[src/rtl/qpu_exu_alu_rglr_pipe.sv]
// qpu_exu_alu_rglr_pipe: registered QPU regular ALU with a one-entry skid buffer.
// One op per cycle over valid/ready; results leave in FIFO order from the main register.
module qpu_exu_alu_rglr_pipe #(
    parameter int unsigned XLEN       = 32,
    parameter int unsigned TIME_WIDTH = 32,
    parameter int unsigned QMR_NUM    = 8,
    parameter int unsigned TAG_W      = 5
) (
    input  logic                  clk,
    input  logic                  rst,
    input  logic                  i_valid,
    output logic                  i_ready,
    input  logic [XLEN-1:0]       i_rs1,
    input  logic [XLEN-1:0]       i_rs2,
    input  logic [XLEN-1:0]       i_imm,
    input  logic [TIME_WIDTH-1:0] i_clk,
    input  logic [QMR_NUM-1:0]    i_qmr,
    input  logic [3:0]            i_op,
    input  logic [1:0]            i_op1sel,
    input  logic                  i_op2imm,
    input  logic [TAG_W-1:0]      i_tag,
    output logic                  o_valid,
    input  logic                  o_ready,
    output logic [XLEN-1:0]       o_wdata,
    output logic [TAG_W-1:0]      o_tag,
    output logic                  o_ovf,
    output logic                  o_illegal
);

    localparam int unsigned QIDX = $clog2(QMR_NUM);
    localparam int unsigned SHW  = $clog2(XLEN);

    localparam logic [3:0] OP_ADD   = 4'd0;
    localparam logic [3:0] OP_SUB   = 4'd1;
    localparam logic [3:0] OP_XOR   = 4'd2;
    localparam logic [3:0] OP_OR    = 4'd3;
    localparam logic [3:0] OP_AND   = 4'd4;
    localparam logic [3:0] OP_SLL   = 4'd5;
    localparam logic [3:0] OP_SRL   = 4'd6;
    localparam logic [3:0] OP_SRA   = 4'd7;
    localparam logic [3:0] OP_SLT   = 4'd8;
    localparam logic [3:0] OP_SLTU  = 4'd9;
    localparam logic [3:0] OP_PASS2 = 4'd10;

    localparam logic [1:0] SEL_RS1  = 2'd0;
    localparam logic [1:0] SEL_ZERO = 2'd1;
    localparam logic [1:0] SEL_CLK  = 2'd2;
    localparam logic [1:0] SEL_QMR  = 2'd3;

    // Result entry as held in the main and skid registers.
    typedef struct packed {
        logic [XLEN-1:0]  wdata;
        logic [TAG_W-1:0] tag;
        logic             ovf;
        logic             illegal;
    } entry_t;

    logic [XLEN-1:0] op_a;
    logic [XLEN-1:0] op_b;
    logic [SHW-1:0]  shamt;
    logic [XLEN-1:0] add_res;
    logic [XLEN-1:0] sub_res;
    entry_t          new_entry;

    entry_t main_q, main_d;
    entry_t skid_q, skid_d;
    logic   main_vld_q, main_vld_d;
    logic   skid_vld_q, skid_vld_d;
    logic   rdy_q, rdy_d;

    logic accept;
    logic drain;

    // Operand selection and ALU function for the incoming op.
    always_comb begin
        op_a      = '0;
        op_b      = i_op2imm ? i_imm : i_rs2;
        new_entry = '0;

        unique case (i_op1sel)
            SEL_RS1:  op_a = i_rs1;
            SEL_ZERO: op_a = '0;
            SEL_CLK:  op_a = XLEN'(i_clk);
            SEL_QMR:  op_a = XLEN'(i_qmr[i_rs1[QIDX-1:0]]);
            default:  op_a = '0;
        endcase

        shamt   = op_b[SHW-1:0];
        add_res = op_a + op_b;
        sub_res = op_a - op_b;

        new_entry.tag = i_tag;
        case (i_op)
            OP_ADD: begin
                new_entry.wdata = add_res;
                new_entry.ovf   = (op_a[XLEN-1] == op_b[XLEN-1]) &&
                                  (add_res[XLEN-1] != op_a[XLEN-1]);
            end
            OP_SUB: begin
                new_entry.wdata = sub_res;
                new_entry.ovf   = (op_a[XLEN-1] != op_b[XLEN-1]) &&
                                  (sub_res[XLEN-1] != op_a[XLEN-1]);
            end
            OP_XOR:   new_entry.wdata = op_a ^ op_b;
            OP_OR:    new_entry.wdata = op_a | op_b;
            OP_AND:   new_entry.wdata = op_a & op_b;
            OP_SLL:   new_entry.wdata = op_a << shamt;
            OP_SRL:   new_entry.wdata = op_a >> shamt;
            OP_SRA:   new_entry.wdata = $unsigned($signed(op_a) >>> shamt);
            OP_SLT:   new_entry.wdata = XLEN'($signed(op_a) < $signed(op_b));
            OP_SLTU:  new_entry.wdata = XLEN'(op_a < op_b);
            OP_PASS2: new_entry.wdata = op_b;
            default:  new_entry.illegal = 1'b1;
        endcase
    end

    assign accept = i_valid & rdy_q;
    assign drain  = main_vld_q & o_ready;

    // Main/skid occupancy and data movement; ready is registered from next skid state.
    always_comb begin
        main_d     = main_q;
        skid_d     = skid_q;
        main_vld_d = main_vld_q;
        skid_vld_d = skid_vld_q;

        if (drain && skid_vld_q) begin
            main_d     = skid_q;
            skid_vld_d = 1'b0;
        end else if (!main_vld_q || drain) begin
            if (accept) begin
                main_d     = new_entry;
                main_vld_d = 1'b1;
            end else begin
                main_vld_d = 1'b0;
            end
        end else if (accept) begin
            skid_d     = new_entry;
            skid_vld_d = 1'b1;
        end

        rdy_d = ~skid_vld_d;
    end

    // State registers; reset empties both entries and raises ready.
    always_ff @(posedge clk or posedge rst) begin
        if (rst) begin
            main_q     <= '0;
            skid_q     <= '0;
            main_vld_q <= 1'b0;
            skid_vld_q <= 1'b0;
            rdy_q      <= 1'b1;
        end else begin
            main_q     <= main_d;
            skid_q     <= skid_d;
            main_vld_q <= main_vld_d;
            skid_vld_q <= skid_vld_d;
            rdy_q      <= rdy_d;
        end
    end

    assign i_ready   = rdy_q;
    assign o_valid   = main_vld_q;
    assign o_wdata   = main_q.wdata;
    assign o_tag     = main_q.tag;
    assign o_ovf     = main_q.ovf;
    assign o_illegal = main_q.illegal;

endmodule

[config.mk]
export PLATFORM = sky130hd
export DESIGN_NAME = qpu_exu_alu_rglr_pipe
export DESIGN_NICKNAME = d
export VERILOG_FILES = /design/src/rtl/qpu_exu_alu_rglr_pipe.sv
export SDC_FILE = /design/constraint.sdc
export NUM_CORES = 1
export LEC_CHECK = 0
export ABC_CLOCK_PERIOD_IN_PS = 7300
export BUFFER_PORTS_ARGS = -buffer_cell sky130_fd_sc_hd__buf_4
export CAP_MARGIN = 20
export CORE_MARGIN = 5
export CORE_UTILIZATION = 60
export CTS_BUF_LIST = sky130_fd_sc_hd__clkbuf_8
export CTS_CLUSTER_DIAMETER = 60
export DETAILED_ROUTE_END_ITERATION = 10
export GPL_TIMING_DRIVEN = 0
export PLACE_DENSITY = 0.83
export REMOVE_ABC_BUFFERS = 1
export SYNTH_ARGS = -nofsm -noshare
export SYNTH_HDL_FRONTEND = slang
export SYNTH_SLANG_ARGS = --single-unit
[constraint.sdc]
create_clock -name clk -period 7.3 [get_ports clk]
set_clock_uncertainty 0.15 [all_clocks]
set_input_delay 0.73 -clock clk [delete_from_list [all_inputs] [get_ports clk]]
set_output_delay 0.73 -clock clk [all_outputs]
set_load 0.01 [all_outputs]
# After elaboration in Yosys (flattened, before gate mapping)
# Index checks and enable logic that the tools add are counted.
[totals] memories=0 latch_bits=0 romBits=0 out_inout_bits=41 reg_bits=81 ram_bits=0
[classes] n_eq_ne=17 mux=14 n_bitwise=8 n_shift=3 mul=0 n_reduce_logical=13 n_lt_le_gt_ge=3 n_addsub=2 div=0
[ops] cell="32-bit case mux with 11 select lines" n=1
[ops] cell="32-bit case mux with 4 select lines" n=1
[ops] cell="39-bit 2-to-1 mux" n=3
[ops] cell="32-bit less-than comparator" n=2
[ops] cell="32-bit adder" n=1
[ops] cell="32-bit bitwise AND" n=1
[ops] cell="32-bit 2-to-1 mux" n=1
[ops] cell="32-bit bitwise OR" n=1
[ops] cell="32-bit by 5-bit << shifter with 32-bit output" n=1
[ops] cell="32-bit by 5-bit >> shifter with 32-bit output" n=1
[ops] cell="32-bit by 5-bit >>> shifter with 32-bit output" n=1
[ops] cell="32-bit subtractor" n=1
[ops] cell="32-bit bitwise XOR" n=1
[ops] cell="4-bit by 3-bit equality test with 1-bit output (second input constant)" n=4
[ops] cell="4-bit equality test (second input constant)" n=3
[ops] cell="11-bit OR reduction" n=1
[ops] cell="4-bit by 2-bit equality test with 1-bit output (second input constant)" n=2
[ops] cell="1-bit 2-to-1 mux" n=6
[ops] cell="2-bit equality test (second input constant)" n=2
[ops] cell="4-bit by 1-bit equality test with 1-bit output (second input constant)" n=1
[ops] cell="4-bit logical NOT" n=1
[ops] cell="3-bit by 4-bit less-than comparator with 1-bit output (second input constant)" n=1
[ops] cell="2-bit AND reduction" n=2
[ops] cell="2-bit nonzero test" n=2
[ops] cell="other kinds (12)" n=19

# Depth between registers and ports, before layout
[logic_depth] word_depth=10 mapped_depth=20 depth_no_buf=17

# Least setup slack after synthesis
# No wires, ideal clock.
[synth_path] kind="input -> register" start="input port i_op2imm" end="register main_q (netlist bit o_wdata[21])" required_ns=7.029 arrival_ns=4.944 setup_ns=0.121 path_slack_ns=2.085 stages=16 path_cell_list="buf_6 -> buf_2 -> buf_1 -> buf_1 -> mux2_2 -> ha_1 -> clkbuf_1 -> nor4_1 -> nand2_1 -> o21ai_0 -> nor2_1 -> o31ai_1 -> a21oi_1 -> mux2i_1 -> or4_1 -> a22o_1"
[synth_between] elab_chain_cells=6
[synth_lines] item="start, declared" line_no="20" rtl="input logic i_op2imm,"
[synth_lines] item="32-bit 2-to-1 mux *" line_no="77" rtl="op_b = i_op2imm ? i_imm : i_rs2;"
[synth_lines] item="32-bit subtractor, or another cell as far along" line_no="90" rtl="sub_res = op_a - op_b;"
[synth_lines] item="32-bit case mux with 11 select lines *" line_no="93" rtl="case (i_op)"
[synth_lines] item="39-bit 2-to-1 mux *" line_no="131" rtl="if (accept) begin"
[synth_lines] item="39-bit 2-to-1 mux *" line_no="130" rtl="end else if (!main_vld_q || drain) begin"
[synth_lines] item="39-bit 2-to-1 mux *" line_no="127" rtl="if (drain && skid_vld_q) begin"
[synth_lines] item="end signal, assigned" line_no="154" rtl="main_q <= main_d;"
[synth_lines] item="end, declared" line_no="65" rtl="entry_t main_q, main_d;"
# Every way passes the cells marked *; elsewhere a longest branch is shown, timed or not. The select of a mux whose other input is x is not followed.
# A chain may end at the register's enable or synchronous reset.

# Worst setup path in the final report
[layout_path] start="input port i_op2imm" end="register main_q (netlist bit o_wdata[22])"
# The elaborated chain is that of the path after synthesis.

==> impl_results.md <==
- Unrepaired setup endpoints after global routing: false
- Final std cell area, no fill: 15300 um^2
- Worst-margin pin slew: 1.27 ns
- Total Routing Usage GR: 43.2%
- CTS max path bufs: 2
- Total DRC errors in the routed layout: 0
- Area Overhead vs Synth: 13.5%
- Initial antenna violation count: 1
- Final Slew Violations: 0
- Final-report setup violation count: 0
- Global-route congestion overflow total: 0
- Tmin final: 6.46 ns
- Final net count: 2147
- CP Launch Type: input port
- Total Power: 2.91 mW
- Outcome: finished clean
- Number of unique standard cell types used by synthesis: 90
- Share of power burned in registers: 26.9%
- Total of cells resized after clock tree synthesis: 0
- Die Height: 160 um
- Horizontal die dimension: 160 um
- Maximum number of pins on one net before global-route repair: 70
- Wire length of the first global-routing pass: 87100 um
- Wire length reported by the detailed router: 58300 um
- Total inserted antenna cells: 0
- Normalized max-slew margin: 15.6%
- Critical Setup Path Class: input port to flop
- Area fraction in compound gates after synthesis: 31.8%
- Type of the most critical hold path: input port to async pin
- Fraction of power consumed by the clock network: 11.6%
- #FFs+latches synth: 81
- Initial standard-cell utilization of the core: 61.3%
- DRT antenna net count: 0
- Category of the worst setup path capture point: flop
- Placed Area: 15000 um^2
- Required arrival time at the worst endpoint: 7.37 ns
- Arr. time, crit path: 6.53 ns
- Clk Tree Root Cell: sky130_fd_sc_hd__clkbuf_8
- Post-detailed-route via-to-cell ratio: 7.35
- Synth Area in Adders: 9.31%
- Vias post-DR: 16000
- Prevailing post-synth register cell: sky130_fd_sc_hd__dfrtp_1
- Die area: 25500 um^2
- Maximum fanout encountered on the critical timing path: 55
- Sinks on Clock Net: 81
- Setup bufs post-CTS: 0
- Synthesized instance count: 1812
- CTS clk-pin slew, worst paths: 0.08 ns
- Mean Syn Cell Area: 7.43 um^2
- Post-CTS Hold Buffers: 0
- Fmax achieved: 155 MHz
- Flip-flop and latch area: 2030 um^2
- Hpwl dp: 44900 um
- Fraction of final layout cells with drive strength greater than 1: 19.1%
- Synth Area in XOR/XNOR: 0.911%
- DR WL/cell: 26.7 um
- Yosys warning count: 0
- Maxcap violations: 0
- Power dissipated by switching net loads: 1.40 mW
- Fraction of power spent switching nets: 47.9%
- Fin crit share: 88.5%
- CTS tree: done
- Synth async-reset ratio: 100%
- Main combinational cell family by area after synthesis: compound AO/OA/AOI/OAI gates
- Pwr dens: 191 nW/um^2
- Placeable core area: 22000 um^2
- Proportion of synthesized area in mux cells: 16.8%
- Setup tns final: 0 ns
- Worst skew pair latency: 0.35 ns
- Max VDD drop: 0.000170 V
- Violation count after the first detailed-routing iteration: 2968
- Number of global-route vias before repair: 14900
- I/O pin cnt: 193
- Std cell rows: 54
- Cell area after technology mapping: 13500 um^2
- Number of hold violations in the final report: 0
- Simple-gate share of the synthesized area: 18.5%
- Combinational cell fraction of total power: 61.4%
- Filler cells: 1805
- Power Internal: 1.52 mW
- Number of iterations in the first detailed-routing pass: 8
- Number of buffers added on ports: 192
- Weighted congestion at the end of routability-driven global placement: 1.08
- Post-synth EDFFs: 0
- Area of the multi-input gates: 10500 um^2
- Cts bufs inserted: 9
- Leakage Power: 6.70 nW
- Post-synthesis sequential area ratio: 15.1%
- Level count of the clock H-tree: 3
-- worst max-delay path, cell delays in order --
cell and delay [ns]:
sky130_fd_sc_hd__buf_4 0.54, sky130_fd_sc_hd__mux2i_4 0.87, sky130_fd_sc_hd__buf_16 0.26, sky130_fd_sc_hd__inv_2 0.42
sky130_fd_sc_hd__ha_1 0.47, sky130_fd_sc_hd__o311a_1 0.38, sky130_fd_sc_hd__o21ai_1 0.48, sky130_fd_sc_hd__o41ai_1 0.22
sky130_fd_sc_hd__clkdlybuf4s18_2 0.31, sky130_fd_sc_hd__a311oi_1 0.56, sky130_fd_sc_hd__a21oi_1 0.15, sky130_fd_sc_hd__a2bb2oi_1 0.55
sky130_fd_sc_hd__a211oi_1 0.20, sky130_fd_sc_hd__o21ai_0 0.33
-- worst paths after layout --
kind | from | end | slack (ns) | depth (start not counted)
max | i_op2imm | o_wdata[22] | 0.84 | 14
min | rst | skid_q[34] | 0.14 | 2
max reg2reg | i_ready | o_wdata[16] | 4.03 | 5
min reg2reg | skid_q[8] | skid_q[8] | 0.33 | 2
max in group asynchronous | rst | i_ready | 6.24 | 3
min in group clk | skid_q[8] | skid_q[8] | 0.33 | 2
-- flip-flops by register name, indices dropped and copies added (netlist names) --
name        count
skid_vld_q      1
o_valid         1
o_illegal       1
skid_q         39
i_ready         1
o_tag           5
o_wdata        32
o_ovf           1
-- cells by family after synthesis --
| logic type | count (synthesis) |
|---|---|
| adders and majority gates | 99 |
| DFF | 81 |
| xor gates and xnor gates | 14 |
| and+or+nand+nor | 563 |
| AOI/OAI and AO/OA | 657 |
| muxes | 157 |
| buffers and inverters | 241 |
-- placed cells by master, fill, tap and decap left out, types with 9 or more instances in the layout --
master	count
sky130_fd_sc_hd__nor2b_1	10
sky130_fd_sc_hd__a21o_1	26
sky130_fd_sc_hd__nor3_1	49
sky130_fd_sc_hd__clkbuf_8	10
sky130_fd_sc_hd__mux4_2	49
sky130_fd_sc_hd__dfrtp_1	80
sky130_fd_sc_hd__or3_1	9
sky130_fd_sc_hd__a21oi_1	126
sky130_fd_sc_hd__xnor2_1	11
sky130_fd_sc_hd__a22oi_1	17
sky130_fd_sc_hd__mux2_2	23
sky130_fd_sc_hd__or2_2	21
sky130_fd_sc_hd__a31oi_1	38
sky130_fd_sc_hd__o21ai_0	178
sky130_fd_sc_hd__o21ai_1	11
sky130_fd_sc_hd__a211oi_1	30
sky130_fd_sc_hd__inv_2	11
sky130_fd_sc_hd__mux2i_1	78
sky130_fd_sc_hd__nand3_1	26
sky130_fd_sc_hd__nor2_1	179
sky130_fd_sc_hd__ha_1	97
sky130_fd_sc_hd__inv_1	87
sky130_fd_sc_hd__o31ai_1	19
sky130_fd_sc_hd__o2111ai_1	9
sky130_fd_sc_hd__a221oi_1	14
sky130_fd_sc_hd__nor4_1	10
sky130_fd_sc_hd__o21a_1	12
sky130_fd_sc_hd__o211ai_1	30
sky130_fd_sc_hd__nand2b_1	10
sky130_fd_sc_hd__o22ai_1	33
sky130_fd_sc_hd__o21bai_1	9
sky130_fd_sc_hd__o221ai_1	10
sky130_fd_sc_hd__nand2_1	206
sky130_fd_sc_hd__a221o_1	17
sky130_fd_sc_hd__buf_4	194
-- power groups by stage --
stage	registers [mW]	logic (mW)	clock network, mW
detailed placement	0.786	1.72	0
global route	0.805	1.90	0.357
finish	0.785	1.79	0.339
global placement	0.766	1.62	0
floorplan	0.806	0.986	0
CTS	0.780	1.73	0.336
-- cells in the mapped netlist (all sizes together), types with 19 or more instances --
cell    instances  area (um^2)
mux2           24          274
o31ai          19          143
clkbuf         96          360
nand3          27          135
a21oi         127          636
mux2i          83          856
o211ai         30          225
nand2         206          773
inv            99          374
ha             97         1210
o21ai         189          946
mux4           50         1130
a31oi          38          238
dfrtp          80         2000
o22ai          33          206
nor3           51          255
a21o           26          195
a211oi         33          263
or2            24          150
buf            46          294
nor2          184          696
-- cell type report --
class	count	share of cell area [%]
clock buffer	10	0.901
clock inverter	6	0.442
inverter	99	2.46
multi-input combinational	1490	68.6
sequential	81	13.3
tap	280	2.29
timing repair buffer	215	12.1
-- metrics by stage --
stage,instances,utilization (%),hold WS [ns],setup slack (ns)
after global routing,2181,69.6,0.123,0.780
final,2181,69.6,0.138,0.842
after floorplan,1670,-,0.283,-0.394
after global placement,2142,66.5,0.299,-4.22
after detailed placement,2162,68.5,0.315,0.713
after CTS,2178,69.4,0.131,1.08
-- routing by layer --
metal | vias up | routed length, um | part of all wire, % | global-route usage [%]
met4 | 2 | 3810 | 6.5 | 22.8
met3 | 282 | 9050 | 16 | 14.8
met1 | 7397 | 21000 | 36 | 56.0
met5 | - | 13 | 0.022 | 0
met2 | 1412 | 24400 | 42 | 63.8
li1 | 6929 | - | - | -
(Power assumes the default switching activity.)
